### src/rtl/timer_bank.sv
// Multi-channel programmable interval timer with a shared prescaler.
// Each channel has its own reload value, periodic/one-shot mode and a sticky pending flag.
module timer_bank #(
  parameter int unsigned NUM_CH   = 8,
  parameter int unsigned CNT_W    = 16,
  parameter int unsigned PRESCALE = 1,
  localparam int unsigned SEL_W   = (NUM_CH > 1) ? $clog2(NUM_CH) : 1
) (
  input  logic              clk,
  input  logic              reset,
  input  logic              we,
  input  logic [SEL_W-1:0]  ch_sel,
  input  logic [CNT_W-1:0]  period,
  input  logic              mode,
  input  logic              enable,
  input  logic [NUM_CH-1:0] ack,
  output logic [NUM_CH-1:0] irq,
  output logic [NUM_CH-1:0] running
);

  localparam int unsigned PRE_W = (PRESCALE > 1) ? $clog2(PRESCALE) : 1;

  localparam logic ST_IDLE  = 1'b0;
  localparam logic ST_COUNT = 1'b1;

  localparam logic MODE_ONESHOT = 1'b1;

  logic [PRE_W-1:0]  pre_q, pre_d;
  logic              tick;

  logic [NUM_CH-1:0] state_q, state_d;
  logic [NUM_CH-1:0] pend_q, pend_d;
  logic [NUM_CH-1:0] mode_q, mode_d;
  logic [CNT_W-1:0]  cnt_q    [NUM_CH];
  logic [CNT_W-1:0]  cnt_d    [NUM_CH];
  logic [CNT_W-1:0]  reload_q [NUM_CH];
  logic [CNT_W-1:0]  reload_d [NUM_CH];

  logic [NUM_CH-1:0] wr_hit;
  logic              cfg_start;

  assign tick    = (pre_q == PRE_W'(PRESCALE - 1));
  assign pre_d   = tick ? '0 : pre_q + PRE_W'(1);
  assign irq     = pend_q;
  assign running = state_q;

  // Out-of-range selects match no channel and are dropped.
  assign cfg_start = enable && (period != '0);

  always_comb begin
    for (int i = 0; i < NUM_CH; i++) begin
      wr_hit[i] = we && (ch_sel == SEL_W'(i));
    end
  end

  always_comb begin
    for (int i = 0; i < NUM_CH; i++) begin
      state_d[i]  = state_q[i];
      pend_d[i]   = pend_q[i];
      mode_d[i]   = mode_q[i];
      cnt_d[i]    = cnt_q[i];
      reload_d[i] = reload_q[i];

      if (ack[i]) begin
        pend_d[i] = 1'b0;
      end

      // Expiry is applied after ack so a simultaneous set keeps the flag high.
      if (state_q[i] == ST_COUNT && tick) begin
        if (cnt_q[i] == CNT_W'(1)) begin
          pend_d[i] = 1'b1;
          if (mode_q[i] == MODE_ONESHOT) begin
            cnt_d[i]   = '0;
            state_d[i] = ST_IDLE;
          end else begin
            cnt_d[i] = reload_q[i];
          end
        end else begin
          cnt_d[i] = cnt_q[i] - CNT_W'(1);
        end
      end

      // A config write overrides both expiry and ack on its channel.
      if (wr_hit[i]) begin
        pend_d[i] = 1'b0;
        if (cfg_start) begin
          reload_d[i] = period;
          cnt_d[i]    = period;
          mode_d[i]   = mode;
          state_d[i]  = ST_COUNT;
        end else begin
          cnt_d[i]   = '0;
          state_d[i] = ST_IDLE;
        end
      end
    end
  end

  always_ff @(posedge clk or posedge reset) begin
    if (reset) begin
      pre_q   <= '0;
      state_q <= {NUM_CH{ST_IDLE}};
      pend_q  <= '0;
      mode_q  <= '0;
      for (int i = 0; i < NUM_CH; i++) begin
        cnt_q[i]    <= '0;
        reload_q[i] <= '0;
      end
    end else begin
      pre_q   <= pre_d;
      state_q <= state_d;
      pend_q  <= pend_d;
      mode_q  <= mode_d;
      for (int i = 0; i < NUM_CH; i++) begin
        cnt_q[i]    <= cnt_d[i];
        reload_q[i] <= reload_d[i];
      end
    end
  end

endmodule

### config.mk
export PLATFORM = sky130hd
export DESIGN_NAME = timer_bank
export DESIGN_NICKNAME = d
export VERILOG_FILES = /design/src/rtl/timer_bank.sv
export SDC_FILE = /design/constraint.sdc
export NUM_CORES = 1
export LEC_CHECK = 0
export BUFFER_PORTS_ARGS = -buffer_cell sky130_fd_sc_hd__buf_2
export CAP_MARGIN = 15
export CORE_MARGIN = 8
export CORE_UTILIZATION = 57
export CTS_CLUSTER_DIAMETER = 150
export DETAILED_ROUTE_END_ITERATION = 10
export HOLD_SLACK_MARGIN = 0.02
export PLACE_DENSITY = 0.77
export SLEW_MARGIN = 20
export SYNTH_ARGS = -nofsm -noshare
export SYNTH_HDL_FRONTEND = slang
export SYNTH_SLANG_ARGS = --single-unit
### constraint.sdc
create_clock -name clk -period 8.3 [get_ports clk]
set_input_delay 0 -clock clk [delete_from_list [all_inputs] [get_ports clk]]
set_output_delay 0 -clock clk [all_outputs]
set_load 0.02 [all_outputs]
Word level (Yosys, flattened, before mapping)
Cells that the tools add are included.
{"block": "totals", "register_bits": 281, "in_bits": 32, "output_inout_bits": 16, "word_cells": 217}
{"block": "op_classes", "n_reduce_logical": 59, "add_sub_neg": 9, "mux": 99, "eq_ne": 15, "bitwise_logic": 1}
{"cell": "two-way mux 16 bit", "count": 33}
{"cell": "== test 16 x 1 -> 1 bit, second input constant", "count": 8}
{"cell": "subtractor 16 x 1 -> 16 bit, second input constant", "count": 8}
{"cell": "two-way mux 1 bit", "count": 66}
{"cell": "nonzero test 2 bit", "count": 24}
{"cell": "AND reduction 3 bit", "count": 8}
{"cell": "logical AND 1 bit", "count": 17}
{"cell": "AND reduction 2 bit", "count": 8}
{"cell": "nonzero test 16 bit", "count": 1}
{"cell": "== test 3 bit, second input constant", "count": 4}
{"cell": "== test 3 x 2 -> 1 bit, second input constant", "count": 2}
{"cell": "== test 3 x 1 -> 1 bit, second input constant", "count": 1}
{"cell": "zero test 3 bit", "count": 1}
{"cell": "adder 1 bit, second input constant", "count": 1}
{"cell": "NOT 1 bit", "count": 1}

Longest topological paths before layout
{"block": "logic_depth", "ltp_word": 4, "mapped_depth": 10, "depth_no_buf": 8}

Worst setup path after synthesis
No wires, ideal clock.
{"block": "synth_path", "path_kind": "register to register", "startpoint": "reg cnt_q[23] (netlist bit)", "endpoint": "reg cnt_q[16] (netlist bit)", "setup_time_ps": 134, "setup_slack_ps": 5938, "n_path_buf": 1, "arrival_time_ps": 2228, "stages_incl_launch_ff": 8, "path_cell_list": "dfrtp_1 > or4_1 > or3_1 > nor2_1 > clkbuf_1 > nor2_1 > a311oi_1 > o22ai_1"}
{"block": "synth_between", "elab_chain_len": 4}
{"element": "start: declaration", "line_no": "34", "text": "logic [CNT_W-1:0] cnt_q [NUM_CH];"}
{"element": "start signal: indexed assignment", "line_no": "115", "text": "cnt_q[i] <= cnt_d[i];"}
{"element": "== test 16 x 1 -> 1 bit", "line_no": "70", "text": "if (cnt_q[i] == CNT_W'(1)) begin"}
{"element": "two-way mux 16 bit", "line_no": "70"}
{"element": "two-way mux 16 bit", "line_no": "69", "text": "if (state_q[i] == ST_COUNT && tick) begin"}
{"element": "two-way mux 16 bit", "line_no": "84", "text": "if (wr_hit[i]) begin"}
No other way between the ends. The select of a mux whose other input is x is not followed.
A chain may end at the register's enable or synchronous reset.

Worst setup path in the final report
{"block": "layout_path", "startpoint": "reg cnt_q[50] (netlist bit)", "endpoint": "reg pend_q[4], in the netlist irq[4]"}
{"block": "layout_between", "elab_chain_len": 4}
{"element": "== test 16 x 1 -> 1 bit", "line_no": "70"}
{"element": "two-way mux 1 bit", "line_no": "70"}
{"element": "two-way mux 1 bit", "line_no": "69"}
{"element": "two-way mux 1 bit", "line_no": "84"}
{"element": "via pend_d[4]", "line_no": "32", "text": "logic [NUM_CH-1:0] pend_q, pend_d;"}
{"element": "end signal: assignment", "line_no": "112", "text": "pend_q <= pend_d;"}
{"element": "end: declaration", "line_no": "32"}
The timed path passes the listed nets, and every way through them passes these cells.

==> results.yml <==
routing:
  drc_errors: 0
  postRouteAntennaNets: 0
  routedWlPerCell_um: 21.0
  finalWirelength_um: 44600
  via_density_per_instance: 6.63
  initialDrtViolationCount: 1646
  detail_route.first_pass.iterations: 8
  num_vias: 14100
min_path:
  holdCritPathClass: "in -> reg"
cells_and_area:
  final_net_count: 1816
  layout_common_cells: "sky130_fd_sc_hd__nand2_1 (312), sky130_fd_sc_hd__dfrtp_1 (280), sky130_fd_sc_hd__o21ai_0 (175), sky130_fd_sc_hd__nor2_1 (126), sky130_fd_sc_hd__a21oi_1 (79)"
  fillers: 2111
  final_common_cell: "sky130_fd_sc_hd__nand2_1"
  antennaDiodeCount: 0
  layout-drive-gt1-share_pct: 7.37
  sequential_cell_area_mm2: 0.00701
  multi_input_combinational_cell_area_mm2: 0.00734
  area_delta_synth_final_pct: 12.1
clock_network:
  post_cts_resize_count: 0
  clockRootBuffer: "sky130_fd_sc_hd__clkbuf_16"
  cts_made_buffers: 30
  h-tree-depth: 1
  clk_path_buf_depth: 3
  tritoncts_clock_tree: "yes"
  clkTransAtPathRegs_ns: 0.06
  clkSinkCount: 280
  clock_latency_ns: 0.56
global_route:
  grt_use_total_pct: 28.1
  grt_antenna_before_repair: 0
  globalRouteMet1Util_pct: 38.6
  largest_net_degree_at_the_start_of_global_routing: 136
  grt_util_met2_pct: 43.6
  top_usage_layer: "met2"
  gr-usage-met3_pct: 4.87
  global_route.overflow_total: 0
  grt_first_pass_wirelength_um: 72200
  grt_pass1_vias: 13300
logic_synthesis:
  yosys_warnings: 0
  synth.cell_area_mm2: 0.0149
  syn_nets: 1802
  synth_enable_flop_cells: 0
  synth-seq-area-share_pct: 46.9
  async_flop_share_pct: 100
  dominantRegCellSynth: "sky130_fd_sc_hd__dfrtp_1"
  postSynthAreaPerCell_um2: 8.52
  yosys.area.top_type: "sky130_fd_sc_hd__dfrtp_1"
  netlist.area_leader.share_pct: 46.9
  post_synth_main_area_contributors: "sky130_fd_sc_hd__dfrtp_1 (47%), sky130_fd_sc_hd__nand2_1 (7.8%), sky130_fd_sc_hd__o21ai_0 (5.9%)"
  ys_seq_elements: 280
  synth_cells: 1754
  yosys.cell_types.count: 65
worst_setup_path:
  worst-endpoint-required_ns: 8.79
  worstPathMaxFanout: 27
  path_class: "reg -> reg"
  end_kind: "register"
  worst_ep_arrival_time_ns: 3.72
  worstSetupStartpointType: "register"
floorplanning:
  core-area_mm2: 0.0259
  die_w_um: 178
  initial_utilization_pct: 57.7
  ios: 48
  fp-row-count: 59
  dieHeight_um: 178
  die_footprint_mm2: 0.0317
placed_design:
  dp_hpwl_um: 27900
  dp_worst_setup_slack_ns: 5.34
  port_buffer_count: 47
  gp_congestion: 0.899
pwr:
  power-per-cell-area_mw_per_mm2: 303
  leakage_nw: 7.32
  total_power_of_the_final_layout_mw: 5.08
  max-vdd-ir-drop_uv: 206
sta:
  skew_ns: 0.0133
  achievable-frequency_ghz: 0.310
  timing.max_slew.rel_slack_pct: 29.5
  setup_repair_after_global_routing_missed_its_margin: "false"
  post-route-min-period_ns: 3.23
  fin_ws_ns: 5.07
  worst_slew_pin_slew_ns: 1.05
  sum_of_negative_setup_slack_ns: 0
  hold_viol_final: 0
  setup_violations: 0
  finalMaxSlewViolations: 0
  fin_crit_sh_pct: 38.9
flow_run:
  max-cap-violations: 0
outcome:
  status: "finished clean"
## cells in the mapped netlist (20+ instances only)
cell and instances:
sky130_fd_sc_hd__o21ai_0 175, sky130_fd_sc_hd__o211ai_1 32, sky130_fd_sc_hd__o21ai_1 31, sky130_fd_sc_hd__inv_1 53, sky130_fd_sc_hd__a32oi_1 25, sky130_fd_sc_hd__dfrtp_1 280, sky130_fd_sc_hd__nor3_1 48, sky130_fd_sc_hd__nor4_1 26
sky130_fd_sc_hd__a21oi_1 79, sky130_fd_sc_hd__clkbuf_1 107, sky130_fd_sc_hd__o22ai_1 41, sky130_fd_sc_hd__nor2b_1 20, sky130_fd_sc_hd__nor2_1 130, sky130_fd_sc_hd__nand3_1 47, sky130_fd_sc_hd__nand2_1 312, sky130_fd_sc_hd__a31oi_1 30
## power breakdown
group	total, mW	internal, mW	switching (mW)	leakage, nW
clock network	1.46	0.881	0.575	0.539
logic	1.37	0.598	0.775	3.29
registers	2.25	1.77	0.484	3.49
## per-layer routing
metal / part of all wire, % / wire, um / vias to the layer above
li1: - / - / 6390
met1: 42 / 18700 / 6918
met2: 46 / 20300 / 689
met3: 8.8 / 3920 / 114
met4: 3.7 / 1650 / 0
met5: 0 / 0 / -
## sequential cells by signal, indices dropped and copies added (netlist names)
| signal | flops |
|---|---|
| cnt_q | 128 |
| mode_q | 8 |
| reload_q | 128 |
| running | 8 |
| irq | 8 |
## worst paths after layout
check	start	endpoint	slack, ns	depth (start not counted)
setup reg to reg	cnt_q[50]$_DFFE_PP0P_	irq[4]$_DFF_PP0_	5.07	6
hold reg to reg	reload_q[58]$_DFFE_PP0P_	reload_q[58]$_DFFE_PP0P_	0.47	2
hold / removal	ch_sel[2]	reload_q[20]$_DFFE_PP0P_	0.09	4
setup / recovery	cnt_q[50]$_DFFE_PP0P_	irq[4]$_DFF_PP0_	5.07	6
min in group asynchronous	reset	running[7]$_DFFE_PP0P_	0.16	3
max in group asynchronous	reset	reload_q[52]$_DFFE_PP0P_	6.75	4
## worst max-delay path, stage by stage, from the launching register on
cell                            delay [ns]
sky130_fd_sc_hd__dfrtp_1              0.42
sky130_fd_sc_hd__nor4_1               0.87
sky130_fd_sc_hd__and2_1               0.28
sky130_fd_sc_hd__and3_1               0.73
sky130_fd_sc_hd__a21oi_1              0.20
sky130_fd_sc_hd__nor2_1               0.11
sky130_fd_sc_hd__dlygate4sd3_1        0.55
## per-stage QoR
step	cell area, um^2	hold WS [ns]	util, %	instances
floorplan	14900	0.105	-	1754
global placement	15300	0.264	59.1	2038
detailed placement	15300	0.266	59.1	2038
CTS	16700	0.0711	64.5	2126
global route	16800	0.138	64.7	2127
finish	16800	0.0935	64.7	2127
## final cells by class
cell class / count / share of cell area (%)
clock buffers: 38 / 5.09
clock inverters: 18 / 1.37
inverters: 55 / 1.28
multi-input cells: 1307 / 43.8
flip-flops and latches: 280 / 41.8
well taps: 335 / 2.50
repair buffers: 94 / 4.11
## cell families (layout without fill, tap and decap cells)
family / after synthesis / after routing / share of synthesized area (%)
mux: 7 / 7 / 0.486
buf+inv: 167 / 205 / 4.23
flops: 280 / 280 / 46.9
xor+xnor: 36 / 36 / 2.11
fa+ha+maj: 16 / 16 / 1.34
compound gates: 556 / 556 / 23.6
simple gates: 692 / 692 / 21.3
## repair_timing
action                                 in CTS  in global routing
hold buffers                               32                  0
buffers inserted                            0                  0
endpoints found under the hold margin     259                  0
Power figures use the tool's default switching activity.
